**config.mk**
```make
export PLATFORM = sky130hd
export DESIGN_NAME = fetch_unit
export DESIGN_NICKNAME = d
export VERILOG_FILES = /design/src/rtl/rv_pkg.sv /design/src/rtl/fetch_queue.sv /design/src/rtl/fetch_unit.sv
export SDC_FILE = /design/constraint.sdc
export NUM_CORES = 1
export LEC_CHECK = 0
export ABC_AREA = 1
export ABC_CLOCK_PERIOD_IN_PS = 8090
export CORE_UTILIZATION = 40
export DETAILED_ROUTE_END_ITERATION = 6
export GPL_TIMING_DRIVEN = 1
export PLACE_DENSITY_LB_ADDON = 0.12
export SKIP_CTS_REPAIR_TIMING = 1
export SLEW_MARGIN = 5
export SYNTH_ARGS = -nofsm -noshare
export SYNTH_HDL_FRONTEND = slang
export SYNTH_HIERARCHICAL = 1
export SYNTH_SLANG_ARGS = --single-unit
```
**constraint.sdc**
```tcl
create_clock -name clk -period 8.09 [get_ports clk]
set_clock_uncertainty 0.2 [all_clocks]
set_input_delay 0.809 -clock clk [delete_from_list [all_inputs] [get_ports clk]]
set_output_delay 0.809 -clock clk [all_outputs]
set_load 0.01 [all_outputs]
```
**src/rtl/rv_pkg.sv**
```systemverilog
// Shared fetch-path types: packet layout between fetch and decode, fetch FSM states.
package rv_pkg;
   localparam int XLEN = 32;
   localparam logic [XLEN-1:0] NOP_INSTR = 32'h0000_0013;

   typedef struct packed {
      logic [XLEN-1:0] pc;
      logic [XLEN-1:0] instr;
      logic            misalign;
   } fetch_pkt_t;

   typedef enum logic {
      FETCH_RUN,
      FETCH_HALT
   } fetch_state_e;
endpackage

```
**src/rtl/fetch_queue.sv**
```systemverilog
// Small circular FIFO of fetch packets; flush beats push/pop, head reads as zero when empty.
module fetch_queue
   import rv_pkg::*;
#(
   parameter int DEPTH = 2
) (
   input  logic                         clk,
   input  logic                         rst_n,
   input  logic                         push,
   input  logic                         pop,
   input  logic                         flush,
   input  fetch_pkt_t                   push_pkt,
   output fetch_pkt_t                   head,
   output logic [$clog2(DEPTH+1)-1:0]   count
);
   localparam int PW = $clog2(DEPTH);
   localparam int CW = $clog2(DEPTH+1);

   fetch_pkt_t        mem [DEPTH];
   logic [PW-1:0]     rd_ptr;
   logic [PW-1:0]     wr_ptr;
   logic [CW-1:0]     count_q;

   function automatic logic [PW-1:0] next_ptr(input logic [PW-1:0] p);
      return (p == PW'(DEPTH-1)) ? '0 : p + PW'(1);
   endfunction

   always_ff @(posedge clk) begin
      if (!rst_n || flush) begin
         rd_ptr  <= '0;
         wr_ptr  <= '0;
         count_q <= '0;
      end else begin
         if (push) wr_ptr <= next_ptr(wr_ptr);
         if (pop)  rd_ptr <= next_ptr(rd_ptr);
         case ({push, pop})
            2'b10:   count_q <= count_q + CW'(1);
            2'b01:   count_q <= count_q - CW'(1);
            default: count_q <= count_q;
         endcase
      end
   end

   // Storage carries data only; a full-queue push overwrites the slot being popped this cycle.
   always_ff @(posedge clk) begin
      if (push && !flush) mem[wr_ptr] <= push_pkt;
   end

   assign head  = (count_q != '0) ? mem[rd_ptr] : '0;
   assign count = count_q;
endmodule

```
**src/rtl/fetch_unit.sv**
```systemverilog
// PC, RUN/HALT fetch FSM and ROM addressing feeding a fetch_queue toward decode.
// Optional misaligned-fetch fault reporting is enabled by defining FETCH_MISALIGN_CHECK_EN.
module fetch_unit
   import rv_pkg::*;
#(
   parameter int          ADDR_WIDTH = 10,
   parameter int          DEPTH      = 2,
   parameter logic [31:0] RESET_PC   = 32'h0000_0000
) (
   input  logic                  clk,
   input  logic                  rst_n,
   output logic [ADDR_WIDTH-1:0] imem_addr,
   input  logic [31:0]           imem_data,
   input  logic                  redirect_valid,
   input  logic [31:0]           redirect_pc,
   output logic                  out_valid,
   input  logic                  out_ready,
   output logic [31:0]           out_pc,
   output logic [31:0]           out_pc_plus4,
   output logic [31:0]           out_instr,
   output logic                  out_misalign
);
   localparam int CW = $clog2(DEPTH+1);

   logic [31:0]   pc_q;
   fetch_state_e  state_q;
   fetch_state_e  state_d;
   logic          push;
   logic          pop;
   fetch_pkt_t    push_pkt;
   fetch_pkt_t    head;
   logic [CW-1:0] count;

   function automatic logic [31:0] load_pc(input logic [31:0] target);
`ifdef FETCH_MISALIGN_CHECK_EN
      return target;
`else
      return target & ~32'd3;
`endif
   endfunction

   assign pop       = out_valid && out_ready;
   assign imem_addr = pc_q[ADDR_WIDTH+1:2];

   always_comb begin
      state_d  = state_q;
      push     = 1'b0;
      push_pkt = '{pc: pc_q, instr: imem_data, misalign: 1'b0};
      if (redirect_valid) begin
         state_d = FETCH_RUN;
      end else if (state_q == FETCH_RUN && (count < CW'(DEPTH) || pop)) begin
         push = 1'b1;
`ifdef FETCH_MISALIGN_CHECK_EN
         // A misaligned PC emits one fault packet, then fetch parks until redirected.
         if (pc_q[1:0] != 2'b00) begin
            push_pkt.instr    = NOP_INSTR;
            push_pkt.misalign = 1'b1;
            state_d           = FETCH_HALT;
         end
`endif
      end
   end

   always_ff @(posedge clk) begin
      if (!rst_n) begin
         pc_q    <= load_pc(RESET_PC);
         state_q <= FETCH_RUN;
      end else begin
         state_q <= state_d;
         if (redirect_valid) pc_q <= load_pc(redirect_pc);
         else if (push)      pc_q <= pc_q + 32'd4;
      end
   end

   fetch_queue #(.DEPTH(DEPTH)) u_queue (
      .clk      (clk),
      .rst_n    (rst_n),
      .push     (push),
      .pop      (pop),
      .flush    (redirect_valid),
      .push_pkt (push_pkt),
      .head     (head),
      .count    (count)
   );

   assign out_valid    = (count != '0);
   assign out_pc       = head.pc;
   assign out_pc_plus4 = head.pc + 32'd4;
   assign out_instr    = head.instr;
   assign out_misalign = head.misalign;
endmodule

```
==> summary.txt <==
Outcome: completed
Sequential fraction of design power: 49.9%
Largest fanout on the critical path: 66
Die X-Extent: 144 um
Reg2reg end: u_queue/mem[1][60]$_DFFE_PP_
Max Slew Vio Count: 0
Mapped cell area: 8110 um2
Critical Path AT: 4310 ps
Post-DP HPWL: 14.0 mm
Combinational share of power: 10.2%
Static Leak: 0.00374 uW
Via Count: 6355
VDD IR max: 131 uV
CTS tree: built
Sink Count: 165
Clock root buffer master: clkbuf_16
Fin. Hold Viols: 0
Hold Crit Start: u_queue/wr_ptr$_SDFFE_PP0P_
Antenna violations before repair: 0
Design area: 10500 um2
Post-Synthesis Cells: 885
Initial Util: 41.3%
Critical path required time: 7080 ps
Port Buffers: 173
Cell Pwr Density: 185 nW/um2
Hold Path Sink: u_queue/wr_ptr$_SDFFE_PP0P_
Vias/cell: 4.80
Vias in the first global route: 5984
I/O pin count: 176
Register area share after synthesis: 56.8%
First drt pass iteration count: 4
Die Area: 20800 um2
Kind of cell adding the most delay to the critical path: buffers and inverters
Synth Area per Inst: 9.16 um2
Synth area leaders: edfxtp_1, nand2_1, dfxtp_1
Placer Congestion: 0.865
CTS max path bufs: 2
Switch Pwr: 461 uW
Yosys reg bits: 165
Max cap viols: 0
WHS Path Cells: 2
Core box area: 19700 um2
Most frequent CP cell: nand2_1
YS warnings: 6
Share of the synthesized area in the top cell type: 48.1%
Synth top cells by count: nand2_1, edfxtp_1, a21oi_1
Final nets: 1116
CTS H-tree lvls: 4
Worst R2R Path Depth: 9
R2r setup slk: 4730 ps
Core Rows: 51
Largest net degree at the start of global routing: 67
Post-synth EDFFs: 130
Fin crit share: 65.7%
Hold Crit Class: flip-flop to flip-flop
Worst setup path category: flip-flop to output pin
GRT Total Usage: 20.1%
Clock latency on the worst-skew pair: 410 ps
Post-synthesis async set-or-reset flop share: 0%
RSZ-0062 raised after global routing: no
Worst slew pin tran: 902 ps
Relative slew slack: 39.9%
Buf/Inv on CP: 4
P_int: 1490 uW
Critical Path Slowest Stage Cell: nor4b_1
Worst path cell trace: buf_4 > inv_2 > buf_4 > nand2_1 > a21oi_1 > nand2_1 > nor4b_1 > nand2_1 > xor2_1 > clkdlybuf4s50_1
1st-iter DRT viols: 408
Switching fraction of total power: 23.7%
Final setup fails: 0
Clock transition at path regs: 70 ps
CTS buffer count: 17
Synth cell types: 38
Pwr Total: 1950 uW
Setup TNS Final: 0 ps
Most common cell in the netlist: nand2_1
Die height: 144 um
First-pass GRT wire length: 31.4 mm
ANT nets after route: 0
FF-to-FF Start: u_queue/count[1]$_SDFFE_PP0P_
Crit path largest cell delay: 660 ps
P&R area growth vs syn: 29.5%
Drc violations: 0
GRT overflow: 0
Dominant cell type by area after synthesis: edfxtp_1
Synth Flop Type: edfxtp_1
Tmin final: 5320 ps
# diodes: 0
WL final: 20.4 mm
CP endpoint kind: output pin
Startpoint Class: flip-flop
Placed Area: 9920 um2
Layout cells sized above 1: 7.28%
F_max: 188 MHz
Clock share of power: 39.8%
Wire length per cell: 15.4 um
-- registers in the layout, summed over array words and instances (netlist names), named ones only --
name and cells:
u_queue/mem 130, pc_q 30, u_queue/count 2, u_queue/rd_ptr 1, u_queue/wr_ptr 1
-- cell type report --
class | count | area, um2
Fill cell | 1891 | 9160
Multi-Input combinational cell | 600 | 2890
Sequential cell | 165 | 4610
Timing Repair Buffer | 179 | 1780
Tap cell | 265 | 332
Clock inverter | 11 | 88.8
Clock buffer | 21 | 492
Inverter | 82 | 308
-- metal layers --
| metal | part of all wire (%) | GRT usage [%] | wire (um) | vias up |
|---|---|---|---|---|
| met5 | 0 | 0 | 0 | - |
| met4 | 1.3 | 6.48 | 256 | 0 |
| met3 | 5.7 | 4.74 | 1170 | 10 |
| met2 | 49 | 32.8 | 9980 | 155 |
| met1 | 44 | 26.2 | 9020 | 2942 |
| li1 | - | - | - | 3248 |
-- logic make-up (layout without fill, tap and decap cells) --
| family | after synthesis | after routing | synth area share, % |
|---|---|---|---|
| and+or+nand+nor | 429 | 429 | 22.4 |
| AOI/OAI and AO/OA | 131 | 131 | 9.00 |
| buffers and inverters | 125 | 293 | 7.96 |
| DFF | 165 | 165 | 56.8 |
| adders and majority gates | 3 | 3 | 0.463 |
| xor gates and xnor gates | 31 | 31 | 3.35 |
| other | 1 | 6 | 0.0463 |
-- how the worst max path moves through the flow --
stage	endpoint	slack (ps)	cells after the start
CTS	out_pc_plus4[28]	2670	10
global route	out_pc_plus4[28]	2440	10
floorplan	u_queue/mem[1][0]$_DFFE_PP_	1420	7
finish	out_pc_plus4[28]	2770	10
global placement	out_pc_plus4[28]	3190	10
detailed placement	out_pc_plus4[28]	3120	10
-- worst reg2reg max path, stage by stage (launching register included) --
cell	delay [ps]
dfxtp_1	460
inv_1	70
nand2_1	80
nand2_1	90
nand2_2	210
nand2_2	160
inv_1	570
inv_1	250
nor3_2	150
buf_4	710
-- stage by stage --
step | setup slack (ps) | cells | utilization, % | hold slack [ps]
6_report | 2770 | 1323 | 53.4 | 322
5_1_grt | 2440 | 1323 | 53.4 | 353
4_1_cts | 2670 | 1323 | 53.4 | 321
3_5_place_dp | 3120 | 1291 | 50.5 | 309
3_3_place_gp | 3190 | 1291 | 50.5 | 309
2_1_floorplan | 1420 | 890 | - | 248
-- power groups by stage --
stage	clock network [uW]	logic (uW)	registers, uW
2_1_floorplan	0	104	984
3_3_place_gp	0	199	989
3_5_place_dp	0	201	990
4_1_cts	790	202	972
5_1_grt	830	219	976
6_report	775	199	972
-- placed cells by master (no fill, tap or decap), drive strengths merged --
master | synthesis | routed
o21bai | 4 | 4
o21ai | 24 | 24
a21boi | 1 | 1
nor4 | 1 | 1
dfxtp | 35 | 35
nor2 | 71 | 71
edfxtp | 130 | 130
inv | 82 | 85
o221ai | 1 | 1
a31oi | 8 | 8
o211ai | 2 | 2
clkbuf | 4 | 21
buf | 39 | 6
ha | 3 | 3
nand3 | 42 | 42
xor2 | 22 | 22
nand2 | 286 | 286
a22oi | 1 | 1
clkinv | 0 | 8
clkdlybuf4s50 | 0 | 173
nand4 | 15 | 15
a211oi | 1 | 1
nor3 | 13 | 13
conb | 1 | 6
xnor2 | 9 | 9
nor4b | 1 | 1
a21oi | 89 | 89
(Power assumes the default switching activity.)
